===== config.mk =====
export PLATFORM = sky130hd
export DESIGN_NAME = rr_mux
export DESIGN_NICKNAME = d
export VERILOG_FILES = /design/src/rtl/mux_pkg.sv /design/src/rtl/rr_arbiter.sv /design/src/rtl/rr_mux.sv
export SDC_FILE = /design/constraint.sdc
export NUM_CORES = 1
export LEC_CHECK = 0
export CAP_MARGIN = 20
export CORE_MARGIN = 2
export CORE_UTILIZATION = 40
export CTS_BUF_LIST = sky130_fd_sc_hd__clkbuf_16
export DETAILED_ROUTE_END_ITERATION = 16
export PLACE_DENSITY = 0.86
export REMOVE_ABC_BUFFERS = 1
export SYNTH_ARGS = -nofsm -noshare
export SYNTH_HDL_FRONTEND = slang
export SYNTH_SLANG_ARGS = --single-unit

===== constraint.sdc =====
create_clock -name clk -period 8 [get_ports clk]
set_input_delay 0.8 -clock clk [delete_from_list [all_inputs] [get_ports clk]]
set_output_delay 0.8 -clock clk [all_outputs]
set_load 0.02 [all_outputs]

===== src/rtl/mux_pkg.sv =====
// Shared defaults and helpers for the round-robin multiplexer.
//   DefWidth / DefNch : default data width and channel count
//   sel_w()           : width of a channel index, never narrower than one bit
package mux_pkg;

  localparam int unsigned DefWidth = 32;
  localparam int unsigned DefNch   = 4;

  function automatic int unsigned sel_w(input int unsigned n);
    int unsigned w;
    w = $clog2(n);
    return (w < 1) ? 1 : w;
  endfunction

endpackage


===== src/rtl/rr_arbiter.sv =====
// Purely combinational grant selection.
//   eligible  : per-channel request after masking
//   ptr       : round-robin search start (ignored when RR == 0)
//   grant     : index of the winning channel (0 when grant_any == 0)
//   grant_any : at least one channel is eligible
module rr_arbiter
  import mux_pkg::*;
#(
  parameter int unsigned NCH  = DefNch,
  parameter int unsigned SELW = sel_w(NCH),
  parameter int unsigned RR   = 1
) (
  input  logic [NCH-1:0]  eligible,
  input  logic [SELW-1:0] ptr,
  output logic [SELW-1:0] grant,
  output logic            grant_any
);

  logic [31:0]     pos;
  logic [SELW-1:0] idx;

  // Scan NCH candidates starting at ptr (or at 0 for fixed priority); first hit wins.
  always_comb begin
    grant     = '0;
    grant_any = 1'b0;
    pos       = '0;
    idx       = '0;
    for (int k = 0; k < NCH; k++) begin
      if (RR != 0) begin
        pos = (32'(ptr) + 32'(k)) % NCH;
      end else begin
        pos = 32'(k);
      end
      idx = pos[SELW-1:0];
      if (!grant_any && eligible[idx]) begin
        grant_any = 1'b1;
        grant     = idx;
      end
    end
  end

endmodule


===== src/rtl/rr_mux.sv =====
// N-to-1 multiplexer with round-robin (or fixed-priority) arbitration feeding a
// single registered output slot.
//   clk, rst   : clock and synchronous active-high reset
//   in_data    : NCH packed channels, channel i at [i*WIDTH +: WIDTH]
//   in_valid   : per-channel request
//   in_ready   : per-channel accept, one-hot or zero
//   force_en   : restrict eligibility to channel force_sel only
//   force_sel  : forced channel index (out-of-range selects nothing)
//   out_data   : registered word, out_ch its source channel
//   out_valid  : slot holds an undelivered word
//   out_ready  : downstream accept
module rr_mux
  import mux_pkg::*;
#(
  parameter  int unsigned WIDTH = DefWidth,
  parameter  int unsigned NCH   = DefNch,
  parameter  int unsigned RR    = 1,
  localparam int unsigned SELW  = sel_w(NCH)
) (
  input  logic                 clk,
  input  logic                 rst,
  input  logic [NCH*WIDTH-1:0] in_data,
  input  logic [NCH-1:0]       in_valid,
  output logic [NCH-1:0]       in_ready,
  input  logic                 force_en,
  input  logic [SELW-1:0]      force_sel,
  output logic [WIDTH-1:0]     out_data,
  output logic [SELW-1:0]      out_ch,
  output logic                 out_valid,
  input  logic                 out_ready
);

  logic [SELW-1:0]  ptr_q, ptr_d;
  logic             out_valid_q, out_valid_d;
  logic [WIDTH-1:0] out_data_q, out_data_d;
  logic [SELW-1:0]  out_ch_q, out_ch_d;

  logic             load_ok;
  logic             xfer;
  logic [NCH-1:0]   eligible;
  logic [SELW-1:0]  grant;
  logic             grant_any;

  // Slot can accept when empty or being drained this cycle.
  assign load_ok = !out_valid_q || out_ready;

  // A force_sel beyond NCH-1 matches no channel, leaving the set empty.
  always_comb begin
    eligible = in_valid;
    if (force_en) begin
      eligible = '0;
      for (int i = 0; i < NCH; i++) begin
        if (force_sel == SELW'(i)) begin
          eligible[i] = in_valid[i];
        end
      end
    end
  end

  rr_arbiter #(
    .NCH  (NCH),
    .SELW (SELW),
    .RR   (RR)
  ) u_arbiter (
    .eligible  (eligible),
    .ptr       (ptr_q),
    .grant     (grant),
    .grant_any (grant_any)
  );

  // Reset blocks the handshake so no word is consumed that the slot then drops.
  assign xfer = grant_any && load_ok && !rst;

  always_comb begin
    in_ready = '0;
    for (int i = 0; i < NCH; i++) begin
      if (xfer && (grant == SELW'(i))) begin
        in_ready[i] = 1'b1;
      end
    end
  end

  always_comb begin
    ptr_d       = ptr_q;
    out_valid_d = out_valid_q;
    out_data_d  = out_data_q;
    out_ch_d    = out_ch_q;
    if (load_ok) begin
      out_valid_d = xfer;
    end
    if (xfer) begin
      out_ch_d = grant;
      for (int i = 0; i < NCH; i++) begin
        if (grant == SELW'(i)) begin
          out_data_d = in_data[i*WIDTH +: WIDTH];
        end
      end
      if (RR != 0) begin
        ptr_d = (grant == SELW'(NCH - 1)) ? '0 : grant + 1'b1;
      end
    end
  end

  always_ff @(posedge clk) begin
    if (rst) begin
      ptr_q       <= '0;
      out_valid_q <= 1'b0;
      out_data_q  <= '0;
      out_ch_q    <= '0;
    end else begin
      ptr_q       <= ptr_d;
      out_valid_q <= out_valid_d;
      out_data_q  <= out_data_d;
      out_ch_q    <= out_ch_d;
    end
  end

  assign out_data  = out_data_q;
  assign out_ch    = out_ch_q;
  assign out_valid = out_valid_q;

endmodule


==> impl_results.html, run 1 <==
<table>
<tr><th>Metric</th><th>Value</th></tr>
<tr><th colspan="2">Floorplanning</th></tr>
<tr><td>Cell row count</td><td>30</td></tr>
<tr><td>Io pins</td><td>177</td></tr>
<tr><td>Die width</td><td>86.37 um</td></tr>
<tr><td>Floorplan die height</td><td>86.37 um</td></tr>
<tr><td>Placeable Area</td><td>0.006681 mm2</td></tr>
<tr><td>Die area</td><td>0.007460 mm2</td></tr>
<tr><td>Effective utilization at floorplan</td><td>40.62%</td></tr>
<tr><th colspan="2">Yosys</th></tr>
<tr><td>Sequential fraction of the synthesis area</td><td>27.29%</td></tr>
<tr><td>Combined area of all synthesized cells</td><td>0.002714 mm2</td></tr>
<tr><td>Leading post-synthesis cells by cell area</td><td>sky130_fd_sc_hd__dfxtp_1, sky130_fd_sc_hd__mux2i_1, sky130_fd_sc_hd__a211oi_2, sky130_fd_sc_hd__o21ai_0, sky130_fd_sc_hd__nor2_1</td></tr>
<tr><td>Yosys synthesis warning count</td><td>0</td></tr>
<tr><td>Number of library cell types mapped by synthesis</td><td>30</td></tr>
<tr><td>Leading area contributor after synthesis</td><td>sky130_fd_sc_hd__dfxtp_1</td></tr>
<tr><td>Post-synth top area share</td><td>27.29%</td></tr>
<tr><td>Cells after Synth</td><td>318</td></tr>
<tr><td>Post-Synthesis Mean Instance Area</td><td>8.534 um2</td></tr>
<tr><td>Synth Register Bits</td><td>37</td></tr>
<tr><th colspan="2">Final layout</th></tr>
<tr><td>Sequential cell area in the final layout</td><td>740.7 um2</td></tr>
<tr><td>Final Core Density</td><td>69.44%</td></tr>
<tr><td>Growth of design area from synthesis to finish</td><td>70.95%</td></tr>
<tr><td>Number of nets in the finished design</td><td>619</td></tr>
<tr><td>Final Non-Filler Cells</td><td>558</td></tr>
<tr><td>Multi-input gate area</td><td>0.001815 mm2</td></tr>
<tr><td># fillers</td><td>545</td></tr>
<tr><td>Count of inserted antenna diode cells</td><td>0</td></tr>
<tr><td>Fraction of final layout cells with drive strength greater than 1</td><td>9.623%</td></tr>
<tr><th colspan="2">Critical path</th></tr>
<tr><td>Worst-path fanout max</td><td>34</td></tr>
<tr><td>Required time at the worst-slack endpoint</td><td>7200 ps</td></tr>
<tr><td>Arrival @ worst endpoint</td><td>4390 ps</td></tr>
<tr><td>Element type at the critical path end</td><td>primary output</td></tr>
<tr><td>Crit path kind</td><td>in -&gt; out</td></tr>
<tr><td>Category of the worst setup path launch point</td><td>input port</td></tr>
<tr><th colspan="2">Worst hold path</th></tr>
<tr><td>Worst min path class</td><td>reg -&gt; reg</td></tr>
<tr><th colspan="2">Placed design</th></tr>
<tr><td>DPL Wire Length</td><td>6238 um</td></tr>
<tr><td>Placed cell count</td><td>549</td></tr>
<tr><td>Port buffer count</td><td>176</td></tr>
<tr><td>Routability-driven placement congestion ratio</td><td>0.8912</td></tr>
<tr><th colspan="2">Clock tree</th></tr>
<tr><td>Largest buffer count on any clock path</td><td>2</td></tr>
<tr><td>Sinks on the clock net</td><td>37</td></tr>
<tr><td>Clock root buffer master</td><td>sky130_fd_sc_hd__clkbuf_16</td></tr>
<tr><td>TritonCTS clock tree</td><td>done</td></tr>
<tr><td>Quantity of gates resized following cts</td><td>0</td></tr>
<tr><td>Cts bufs inserted</td><td>5</td></tr>
<tr><td>Post-CTS Setup Repair Bufs</td><td>0</td></tr>
<tr><td>Number of buffers inserted for hold repair after clock tree synthesis</td><td>0</td></tr>
<tr><td>H-Tree Level Count</td><td>2</td></tr>
<tr><td>Post-CTS clock slew at the launch and capture registers of the worst setup and hold paths</td><td>50 ps</td></tr>
<tr><td>Clk_lat worst skew</td><td>280 ps</td></tr>
<tr><th colspan="2">Pwr</th></tr>
<tr><td>Total power</td><td>0.0008593 W</td></tr>
<tr><td>Power density over cell area</td><td>185.2 mW/mm2</td></tr>
<tr><td>Pleak</td><td>1.648 nW</td></tr>
<tr><td>Worst vdd rail ir drop</td><td>0.1288 mV</td></tr>
<tr><th colspan="2">GRT</th></tr>
<tr><td>GR Util All Layers</td><td>20.40%</td></tr>
<tr><td>Vias in the first global route</td><td>2864</td></tr>
<tr><td>Initial antenna violation count</td><td>0</td></tr>
<tr><td>Final global-route overflow total</td><td>0</td></tr>
<tr><td>Largest net degree at the start of global routing</td><td>67</td></tr>
<tr><td>Global-route wire length before repair</td><td>12420 um</td></tr>
<tr><th colspan="2">STA</th></tr>
<tr><td>Total count of hold-check failures in the final report</td><td>0</td></tr>
<tr><td>Final period util</td><td>64.91%</td></tr>
<tr><td>Slew headroom</td><td>31.13%</td></tr>
<tr><td>Measured slew at the worst slew-check pin</td><td>1033 ps</td></tr>
<tr><td>Time the worst path needs with I/O delays and setup</td><td>5193 ps</td></tr>
<tr><td>RSZ-0062 raised after global routing</td><td>false</td></tr>
<tr><td>Worst clock skew on the final layout</td><td>7.707 ps</td></tr>
<tr><td>Final-layout setup total negative slack</td><td>0 ps</td></tr>
<tr><td>Final Slew Violations</td><td>0</td></tr>
<tr><td>Max Fclk</td><td>192.6 MHz</td></tr>
<tr><td>Endpoints failing setup</td><td>0</td></tr>
<tr><th colspan="2">Detailed routing</th></tr>
<tr><td>Detailed-router iteration count before antenna repair</td><td>6</td></tr>
<tr><td>Vias after detailed routing</td><td>2897</td></tr>
<tr><td>Post-detailed-route via-to-cell ratio</td><td>5.192</td></tr>
<tr><td>DRC violation count after routing</td><td>0</td></tr>
<tr><td>Detailed Route Iter0 Violations</td><td>109</td></tr>
<tr><td>Routed Antenna Nets</td><td>0</td></tr>
<tr><td>Post-detailed-routing wire length</td><td>8002 um</td></tr>
<tr><td>Mean routed wirelength per cell</td><td>14.34 um</td></tr>
<tr><th colspan="2">Flow run</th></tr>
<tr><td>Number of maximum-capacitance violations</td><td>0</td></tr>
<tr><th colspan="2">Run status</th></tr>
<tr><td>Status</td><td>complete, no violations</td></tr>
</table>
## worst paths after layout
| kind | depth (start not counted) | slack [ps] | end | start |
|---|---|---|---|---|
| worst max register to register | 11 | 4170 | out_data[28] | ptr_q[1] |
| worst max-delay path | 9 | 2810 | in_ready[1] | force_en |
| worst min register to register | 2 | 510 | out_data[29] | out_data[29] |
| worst min-delay path | 2 | 510 | out_data[29] | out_data[29] |
## registers in the layout (all words and copies together) (netlist names)
signal / flops
out_ch: 2
out_valid: 1
ptr_q: 2
out_data: 32
## through the flow
stage	cell area, um2	setup slack (ps)	hold WS (ps)
floorplan	2571	2725	511.0
global placement	4458	2555	487.5
detailed placement	4458	2315	506.5
CTS	4624	2588	514.2
global route	4639	2550	533.8
finish	4639	2807	507.6
## layer usage
metal	global-route usage, %	part of all wire (%)
met1	21.62	37
met3	6.286	10
met2	38.11	51
met4	6.676	1.4
met5	0	0
## area by class of cell
class                      instances  area share, %
inverter                           6         0.4854
clock buffer                       5          2.697
tap                               80          2.157
timing repair buffer             180          38.67
clock inverter                     3         0.8900
sequential                        37          15.97
multi-input combinational        247          39.13
## report_power, final
| part | total (W) | switching (W) | internal (W) |
|---|---|---|---|
| registers | 0.000230 | 0.0000161 | 0.000214 |
| clock network | 0.000217 | 0.0000716 | 0.000146 |
| logic | 0.000412 | 0.000204 | 0.000208 |
## layout by cell type (no fill, tap or decap), types with 2 or more instances in the layout
master	n
sky130_fd_sc_hd__mux2i_1	65
sky130_fd_sc_hd__o32ai_1	3
sky130_fd_sc_hd__dfxtp_1	37
sky130_fd_sc_hd__and2_1	4
sky130_fd_sc_hd__clkdlybuf4s50_1	175
sky130_fd_sc_hd__a21boi_0	3
sky130_fd_sc_hd__buf_4	3
sky130_fd_sc_hd__inv_1	6
sky130_fd_sc_hd__a211oi_2	28
sky130_fd_sc_hd__nor2_1	38
sky130_fd_sc_hd__ha_2	3
sky130_fd_sc_hd__o21ai_0	40
sky130_fd_sc_hd__nand2b_1	4
sky130_fd_sc_hd__nor3b_1	2
sky130_fd_sc_hd__a21oi_1	3
sky130_fd_sc_hd__a211oi_1	5
sky130_fd_sc_hd__a21o_1	2
sky130_fd_sc_hd__nand2_1	36
sky130_fd_sc_hd__clkbuf_16	5
## worst max-delay path, cell delays in order
cell                              delay (ps)
sky130_fd_sc_hd__clkdlybuf4s50_1         710
sky130_fd_sc_hd__o21ai_0                 190
sky130_fd_sc_hd__o21ai_0                 110
sky130_fd_sc_hd__o32ai_1                 110
sky130_fd_sc_hd__a221oi_1                460
sky130_fd_sc_hd__nor2b_1                 270
sky130_fd_sc_hd__ha_2                    890
sky130_fd_sc_hd__and2_1                  230
sky130_fd_sc_hd__clkdlybuf4s50_1         610
## cells in the mapped netlist, drive strengths merged
cell type,count
nand2,36
o2bb2ai,1
clkbuf,19
a211oi,34
a21boi,3
a21oi,3
nor2b,1
a21o,2
nor2,38
nor4,1
nor3b,2
ha,4
mux2i,65
o21ai,40
a2bb2oi,1
buf,9
o22a,1
a221oi,1
and2,4
mux2,1
inv,6
o32ai,3
dfxtp,37
o22ai,1
nand2b,4
a31oi,1
## kinds of logic (layout without fill, tap and decap cells)
logic type / Yosys count / count (layout) / share of synthesized area [%]
and+or+nand+nor: 86 / 86 / 13.09
buffers and inverters: 34 / 194 / 6.085
AOI/OAI and AO/OA: 91 / 91 / 27.29
adders and majority gates: 4 / 4 / 1.844
DFF: 37 / 37 / 27.29
muxes: 66 / 66 / 24.39
(Power assumes the default switching activity.)
==> run 2: changes to the inputs <==
- CORE_UTILIZATION: 40 -> 33
- PLACE_DENSITY: 0.86 -> 0.75
- clock period: 8 -> 4.5 ns (I/O delays scaled with it)
==> run 2 against run 1 <==
Against the previous run: combinational power increased by 80%; register-to-register slack lost 2700 ps; setup slack got worse by 2200 ps; count of clock-buffer cells in the layout unchanged; worst hold slack got worse by 4.7 ps; total power grew 78%; flip-flop and latch count unchanged; sequential power rose by 77%; cell count grew 5.4%; critical path type unchanged.
==> impl_results.html, run 2 (same netlist as run 1, synthesis figures left out) <==
<table>
<tr><th>Metric</th><th>Value</th></tr>
<tr><th colspan="2">Critical path</th></tr>
<tr><td>Depth of the most critical reg-to-reg path</td><td>11</td></tr>
<tr><td>Crit path kind</td><td>in -&gt; out</td></tr>
<tr><td>Reg2reg setup slack</td><td>1500 ps</td></tr>
<tr><td>Crit-path slowest cell</td><td>sky130_fd_sc_hd__clkdlybuf4s50_1</td></tr>
<tr><td>Element type at the critical path end</td><td>primary output</td></tr>
<tr><td>CP peak stage delay</td><td>690 ps</td></tr>
<tr><td>Required time at the worst-slack endpoint</td><td>4050 ps</td></tr>
<tr><td>Cell mode on critical path</td><td>sky130_fd_sc_hd__o21ai_0</td></tr>
<tr><td>CP Cell Sequence</td><td>clkdlybuf4s50_1 &gt; o21ai_0 &gt; o21ai_0 &gt; o32ai_1 &gt; a221oi_1 &gt; o21ai_0 &gt; ha_2 &gt; and2_1 &gt; clkdlybuf4s50_1</td></tr>
<tr><td>Worst-path fanout max</td><td>31</td></tr>
<tr><td>Reg-to-Reg Start</td><td>ptr_q[1]</td></tr>
<tr><td>Category of the worst setup path launch point</td><td>input port</td></tr>
<tr><td>Arrival @ worst endpoint</td><td>3410 ps</td></tr>
<tr><td>Worst path bufs/invs</td><td>2</td></tr>
<tr><td>Endpoint of the worst register-to-register path</td><td>out_data[2]</td></tr>
<tr><td>Kind of cell with the highest combined delay on the critical path</td><td>buffers and inverters</td></tr>
<tr><th colspan="2">Worst hold path</th></tr>
<tr><td>Worst min path class</td><td>reg -&gt; reg</td></tr>
<tr><td>Hold worst-path end</td><td>out_data[31]</td></tr>
<tr><td>Hold Path Origin</td><td>out_data[31]</td></tr>
<tr><td>Hold depth</td><td>2</td></tr>
<tr><th colspan="2">Clock tree</th></tr>
<tr><td>TritonCTS clock tree</td><td>done</td></tr>
<tr><td>Clk_lat worst skew</td><td>270 ps</td></tr>
<tr><td>Sinks on the clock net</td><td>37</td></tr>
<tr><td>Quantity of gates resized following cts</td><td>0</td></tr>
<tr><td>H-Tree Level Count</td><td>2</td></tr>
<tr><td>Post-CTS Setup Repair Bufs</td><td>0</td></tr>
<tr><td>Largest buffer count on any clock path</td><td>2</td></tr>
<tr><td>Cts bufs inserted</td><td>5</td></tr>
<tr><td>Number of buffers inserted for hold repair after clock tree synthesis</td><td>0</td></tr>
<tr><td>Post-CTS clock slew at the launch and capture registers of the worst setup and hold paths</td><td>50 ps</td></tr>
<tr><td>Clock root buffer master</td><td>sky130_fd_sc_hd__clkbuf_16</td></tr>
<tr><th colspan="2">Run status</th></tr>
<tr><td>Status</td><td>complete, no violations</td></tr>
<tr><th colspan="2">Detailed routing</th></tr>
<tr><td>Routed Antenna Nets</td><td>0</td></tr>
<tr><td>DRC violation count after routing</td><td>0</td></tr>
<tr><td>Mean routed wirelength per cell</td><td>14.87 um</td></tr>
<tr><td>Detailed-router iteration count before antenna repair</td><td>4</td></tr>
<tr><td>Vias after detailed routing</td><td>2903</td></tr>
<tr><td>Post-detailed-routing wire length</td><td>8742 um</td></tr>
<tr><td>Post-detailed-route via-to-cell ratio</td><td>4.937</td></tr>
<tr><td>Detailed Route Iter0 Violations</td><td>49</td></tr>
<tr><th colspan="2">Placed design</th></tr>
<tr><td>Routability-driven placement congestion ratio</td><td>0.8168</td></tr>
<tr><td>Instance area at placement</td><td>0.004527 mm2</td></tr>
<tr><td>DPL Wire Length</td><td>6922 um</td></tr>
<tr><td>Port buffer count</td><td>176</td></tr>
<tr><th colspan="2">GRT</th></tr>
<tr><td>Vias in the first global route</td><td>2827</td></tr>
<tr><td>Initial antenna violation count</td><td>1</td></tr>
<tr><td>GR Util All Layers</td><td>18.31%</td></tr>
<tr><td>Global-route wire length before repair</td><td>13010 um</td></tr>
<tr><td>Final global-route overflow total</td><td>0</td></tr>
<tr><td>Largest net degree at the start of global routing</td><td>38</td></tr>
<tr><th colspan="2">Final layout</th></tr>
<tr><td>Multi-input gate area</td><td>0.001815 mm2</td></tr>
<tr><td>Largest register FFs</td><td>32</td></tr>
<tr><td>Sequential cell area in the final layout</td><td>740.7 um2</td></tr>
<tr><td>Number of nets in the finished design</td><td>623</td></tr>
<tr><td>Fraction of final layout cells with drive strength greater than 1</td><td>10.17%</td></tr>
<tr><td>Most common cell after layout, fill and taps aside</td><td>sky130_fd_sc_hd__clkdlybuf4s50_1</td></tr>
<tr><td>Final design instance area without fill</td><td>0.004692 mm2</td></tr>
<tr><td>Growth of design area from synthesis to finish</td><td>72.89%</td></tr>
<tr><td>Highest-count cells in the layout ignoring fill and taps</td><td>sky130_fd_sc_hd__clkdlybuf4s50_1, sky130_fd_sc_hd__mux2i_1, sky130_fd_sc_hd__o21ai_0</td></tr>
<tr><td># fillers</td><td>741</td></tr>
<tr><th colspan="2">Floorplanning</th></tr>
<tr><td>Die area</td><td>0.008965 mm2</td></tr>
<tr><td>Io pins</td><td>177</td></tr>
<tr><td>Effective utilization at floorplan</td><td>33.53%</td></tr>
<tr><td>Cell row count</td><td>33</td></tr>
<tr><td>Floorplan die height</td><td>94.69 um</td></tr>
<tr><td>Die width</td><td>94.69 um</td></tr>
<tr><td>Placeable Area</td><td>0.008093 mm2</td></tr>
<tr><th colspan="2">STA</th></tr>
<tr><td>Measured slew at the worst slew-check pin</td><td>808.0 ps</td></tr>
<tr><td>RSZ-0062 raised after global routing</td><td>false</td></tr>
<tr><td>Final-layout setup total negative slack</td><td>0 ps</td></tr>
<tr><td>Worst clock skew on the final layout</td><td>3.045 ps</td></tr>
<tr><td>Total count of hold-check failures in the final report</td><td>0</td></tr>
<tr><td>Time the worst path needs with I/O delays and setup</td><td>3857 ps</td></tr>
<tr><td>Final period util</td><td>85.71%</td></tr>
<tr><td>Max Fclk</td><td>259.3 MHz</td></tr>
<tr><td>Endpoints failing setup</td><td>0</td></tr>
<tr><td>Hold slack final</td><td>503.0 ps</td></tr>
<tr><td>Slew headroom</td><td>46.14%</td></tr>
<tr><td>Final Slew Violations</td><td>0</td></tr>
<tr><th colspan="2">Pwr</th></tr>
<tr><td>Power density over cell area</td><td>326.6 mW/mm2</td></tr>
<tr><td>Pleak</td><td>1.671 nW</td></tr>
<tr><td>Worst vdd rail ir drop</td><td>0.1412 mV</td></tr>
<tr><td>Total power</td><td>0.001533 W</td></tr>
<tr><th colspan="2">Flow run</th></tr>
<tr><td>Number of maximum-capacitance violations</td><td>0</td></tr>
</table>
run 2: area by class of cell:
| class | instances | area share (%) |
|---|---|---|
| Tap cell | 105 | 2.800 |
| Clock buffer | 5 | 2.667 |
| Antenna cell | 1 | 0.05333 |
| Clock inverter | 3 | 0.8000 |
| Sequential cell | 37 | 15.79 |
| Timing Repair Buffer | 184 | 38.72 |
| Inverter | 6 | 0.4800 |
| Multi-Input combinational cell | 247 | 38.69 |
run 2: worst min-delay path, cell delays in order, from the launching register on:
cell,delay (ps)
sky130_fd_sc_hd__dfxtp_1,300
sky130_fd_sc_hd__nor2_1,100
sky130_fd_sc_hd__a211oi_1,50
run 2: metrics by stage:
stage / cells / setup slack [ps] / utilization [%]
2_1_floorplan: 290 / -424.6 / -
3_3_place_gp: 579 / 668.9 / 55.94
3_5_place_dp: 579 / 544.8 / 55.94
4_1_cts: 587 / 644.8 / 57.95
5_1_grt: 588 / 446.7 / 57.98
6_report: 588 / 643.2 / 57.98
run 2: metal layers:
metal,global-route usage [%],routed length [um],up-vias
met1,19.66,3279,1312
met5,0,0,-
met4,5.797,186,0
li1,-,-,1465
met3,5.347,789,12
met2,34.22,4487,114
run 2: how the worst max path moves through the flow:
stage	start	endpoint	slack [ps]	cells after the start
detailed placement	force_en	out_data[2]	540	13
global placement	force_en	in_ready[2]	670	9
floorplan	force_sel[0]	out_data[0]	-420	10
finish	force_en	in_ready[2]	640	9
global route	force_en	in_ready[2]	450	9
CTS	force_en	in_ready[2]	640	9
run 2: report_power, final:
group / switching [W] / internal (W) / total [W] / leakage, nW
clock: 0.000128 / 0.000257 / 0.000385 / 0.0826
combinational: 0.000368 / 0.000372 / 0.000740 / 1.28
sequential: 0.0000277 / 0.000380 / 0.000408 / 0.305
total: 0.000523 / 0.00101 / 0.00153 / 1.67
==> run 3: changes to the inputs <==
- CORE_UTILIZATION: 33 -> 37
- PLACE_DENSITY: 0.75 -> 0.8
- clock period: 4.5 -> 4.4 ns (I/O delays scaled with it)
==> run 3 against run 2 <==
Against the previous run: total power decreased by 1.2%; setup slack got worse by 230 ps; largest cell class unchanged; utilization increased by 7.0 points; critical path depth stayed put; count of clock-buffer cells in the layout is the same; largest power group unchanged.
==> impl_results.html, run 3 (same netlist as run 1, synthesis figures left out) <==
<table>
<tr><th>Metric</th><th>Value</th></tr>
<tr><th colspan="2">Clock tree</th></tr>
<tr><td>TritonCTS clock tree</td><td>done</td></tr>
<tr><td>Cts bufs inserted</td><td>5</td></tr>
<tr><td>Sinks on the clock net</td><td>37</td></tr>
<tr><td>Quantity of gates resized following cts</td><td>0</td></tr>
<tr><td>Clk_lat worst skew</td><td>280 ps</td></tr>
<tr><td>Largest buffer count on any clock path</td><td>2</td></tr>
<tr><td>Clock root buffer master</td><td>sky130_fd_sc_hd__clkbuf_16</td></tr>
<tr><td>Number of buffers inserted for hold repair after clock tree synthesis</td><td>0</td></tr>
<tr><td>Post-CTS Setup Repair Bufs</td><td>0</td></tr>
<tr><td>H-Tree Level Count</td><td>2</td></tr>
<tr><td>Post-CTS clock slew at the launch and capture registers of the worst setup and hold paths</td><td>50 ps</td></tr>
<tr><th colspan="2">Critical path</th></tr>
<tr><td>CP peak stage delay</td><td>700 ps</td></tr>
<tr><td>Reg-to-Reg Start</td><td>ptr_q[1]</td></tr>
<tr><td>Worst-path fanout max</td><td>29</td></tr>
<tr><td>Crit path kind</td><td>in -&gt; out</td></tr>
<tr><td>Worst setup startpoint</td><td>force_en</td></tr>
<tr><td>Worst path bufs/invs</td><td>2</td></tr>
<tr><td>Kind of cell with the highest combined delay on the critical path</td><td>buffers and inverters</td></tr>
<tr><td>CP Cell Sequence</td><td>clkdlybuf4s50_1 &gt; o21ai_0 &gt; o21ai_0 &gt; o32ai_1 &gt; a221oi_1 &gt; o21ai_0 &gt; ha_2 &gt; and2_1 &gt; clkdlybuf4s50_1</td></tr>
<tr><td>Required time at the worst-slack endpoint</td><td>3960 ps</td></tr>
<tr><td>Cell mode on critical path</td><td>sky130_fd_sc_hd__o21ai_0</td></tr>
<tr><td>Arrival @ worst endpoint</td><td>3550 ps</td></tr>
<tr><td>Category of the worst setup path launch point</td><td>input port</td></tr>
<tr><td>Element type at the critical path end</td><td>primary output</td></tr>
<tr><td>Crit-path slowest cell</td><td>sky130_fd_sc_hd__clkdlybuf4s50_1</td></tr>
<tr><th colspan="2">Final layout</th></tr>
<tr><td>Largest register FFs</td><td>32</td></tr>
<tr><td>Highest-count cells in the layout ignoring fill and taps</td><td>sky130_fd_sc_hd__clkdlybuf4s50_1, sky130_fd_sc_hd__mux2i_1, sky130_fd_sc_hd__o21ai_0</td></tr>
<tr><td>Fraction of final layout cells with drive strength greater than 1</td><td>10.58%</td></tr>
<tr><td>Final Non-Filler Cells</td><td>581</td></tr>
<tr><td>Most common cell after layout, fill and taps aside</td><td>sky130_fd_sc_hd__clkdlybuf4s50_1</td></tr>
<tr><td># fillers</td><td>603</td></tr>
<tr><td>Multi-input gate area</td><td>0.001815 mm2</td></tr>
<tr><td>Number of nets in the finished design</td><td>623</td></tr>
<tr><td>Sequential cell area in the final layout</td><td>740.7 um2</td></tr>
<tr><td>Growth of design area from synthesis to finish</td><td>71.78%</td></tr>
<tr><td>Count of inserted antenna diode cells</td><td>0</td></tr>
<tr><th colspan="2">STA</th></tr>
<tr><td>Final Slew Violations</td><td>0</td></tr>
<tr><td>Time the worst path needs with I/O delays and setup</td><td>3991 ps</td></tr>
<tr><td>Endpoints failing setup</td><td>0</td></tr>
<tr><td>Final period util</td><td>90.69%</td></tr>
<tr><td>Final-layout setup total negative slack</td><td>0 ps</td></tr>
<tr><td>Measured slew at the worst slew-check pin</td><td>762.2 ps</td></tr>
<tr><td>Slew headroom</td><td>49.19%</td></tr>
<tr><td>Total count of hold-check failures in the final report</td><td>0</td></tr>
<tr><td>Worst clock skew on the final layout</td><td>6.284 ps</td></tr>
<tr><td>Max Fclk</td><td>250.6 MHz</td></tr>
<tr><td>RSZ-0062 raised after global routing</td><td>false</td></tr>
<tr><th colspan="2">Floorplanning</th></tr>
<tr><td>Floorplan die height</td><td>89.65 um</td></tr>
<tr><td>Placeable Area</td><td>0.007176 mm2</td></tr>
<tr><td>Cell row count</td><td>31</td></tr>
<tr><td>Effective utilization at floorplan</td><td>37.82%</td></tr>
<tr><td>Die width</td><td>89.65 um</td></tr>
<tr><td>Io pins</td><td>177</td></tr>
<tr><td>Die area</td><td>0.008036 mm2</td></tr>
<tr><th colspan="2">Worst hold path</th></tr>
<tr><td>Hold Path Origin</td><td>out_data[29]</td></tr>
<tr><td>Worst min path class</td><td>reg -&gt; reg</td></tr>
<tr><th colspan="2">Placed design</th></tr>
<tr><td>Routability-driven placement congestion ratio</td><td>0.9613</td></tr>
<tr><td>DPL Wire Length</td><td>6668 um</td></tr>
<tr><td>Placed cell count</td><td>573</td></tr>
<tr><td>Port buffer count</td><td>176</td></tr>
<tr><th colspan="2">Detailed routing</th></tr>
<tr><td>Post-detailed-routing wire length</td><td>8466 um</td></tr>
<tr><td>DRC violation count after routing</td><td>0</td></tr>
<tr><td>Routed Antenna Nets</td><td>0</td></tr>
<tr><td>Detailed-router iteration count before antenna repair</td><td>4</td></tr>
<tr><td>Vias after detailed routing</td><td>2847</td></tr>
<tr><td>Detailed Route Iter0 Violations</td><td>75</td></tr>
<tr><td>Mean routed wirelength per cell</td><td>14.57 um</td></tr>
<tr><td>Post-detailed-route via-to-cell ratio</td><td>4.900</td></tr>
<tr><th colspan="2">Pwr</th></tr>
<tr><td>Worst vdd rail ir drop</td><td>0.1697 mV</td></tr>
<tr><td>Pleak</td><td>1.658 nW</td></tr>
<tr><td>Power density over cell area</td><td>324.9 mW/mm2</td></tr>
<tr><td>Total power</td><td>0.001515 W</td></tr>
<tr><th colspan="2">GRT</th></tr>
<tr><td>Initial antenna violation count</td><td>0</td></tr>
<tr><td>Final global-route overflow total</td><td>0</td></tr>
<tr><td>Vias in the first global route</td><td>2681</td></tr>
<tr><td>GR Util All Layers</td><td>19.51%</td></tr>
<tr><td>Global-route wire length before repair</td><td>12300 um</td></tr>
<tr><td>Largest net degree at the start of global routing</td><td>39</td></tr>
<tr><th colspan="2">Flow run</th></tr>
<tr><td>Number of maximum-capacitance violations</td><td>0</td></tr>
<tr><th colspan="2">Run status</th></tr>
<tr><td>Status</td><td>complete, no violations</td></tr>
</table>
-- run 3: routing by layer --
metal	wire length, um	track usage, %	part of all wire (%)
met1	3141	21.15	37
met4	94	4.071	1.1
met3	879	7.404	10
met2	4351	36.03	51
met5	0	0	0
-- run 3: power breakdown --
| group | total [W] | internal [W] | switching, W |
|---|---|---|---|
| Clock | 0.000343 | 0.000207 | 0.000136 |
| Sequential | 0.000418 | 0.000389 | 0.0000289 |
| Combinational | 0.000754 | 0.000380 | 0.000374 |
-- run 3: worst reg2reg max path, stage by stage (launching register included) --
cell                       delay (ps)
sky130_fd_sc_hd__dfxtp_1          420
sky130_fd_sc_hd__nand2b_1         140
sky130_fd_sc_hd__o32ai_1           80
sky130_fd_sc_hd__a221oi_1         440
sky130_fd_sc_hd__o21ai_0          250
sky130_fd_sc_hd__ha_2             400
sky130_fd_sc_hd__nor4_1           500
sky130_fd_sc_hd__a211oi_4          50
sky130_fd_sc_hd__buf_4            270
sky130_fd_sc_hd__nor2_1           180
sky130_fd_sc_hd__a211oi_2          60
-- run 3: cell type report --
type | instances | area share [%]
clock buffer | 5 | 2.684
clock inverter | 3 | 0.3757
inverter | 6 | 0.4831
multi-input combinational | 247 | 38.94
sequential | 37 | 15.89
tap | 99 | 2.657
timing repair buffer | 184 | 38.97
-- run 3: path summary, 6_finish.rpt --
path / endpoint / slack, ps / cells past startpoint
max: in_ready[2] / 410 / 9
min reg2reg: out_data[29] / 500 / 2
min: out_data[29] / 500 / 2
max reg2reg: out_data[22] / 1480 / 10
-- run 3: through the flow --
stage                     instance area [um2]  util (%)  hold WS (ps)  setup slack [ps]
after detailed placement                 4519     62.98         496.7             454.0
after global routing                     4662     64.97         525.5             207.2
after CTS                                4662     64.97         504.2             494.8
after global placement                   4519     62.98         488.1             681.3
after floorplan                          2571         -         504.6            -514.6
final                                    4662     64.97         499.9             409.4
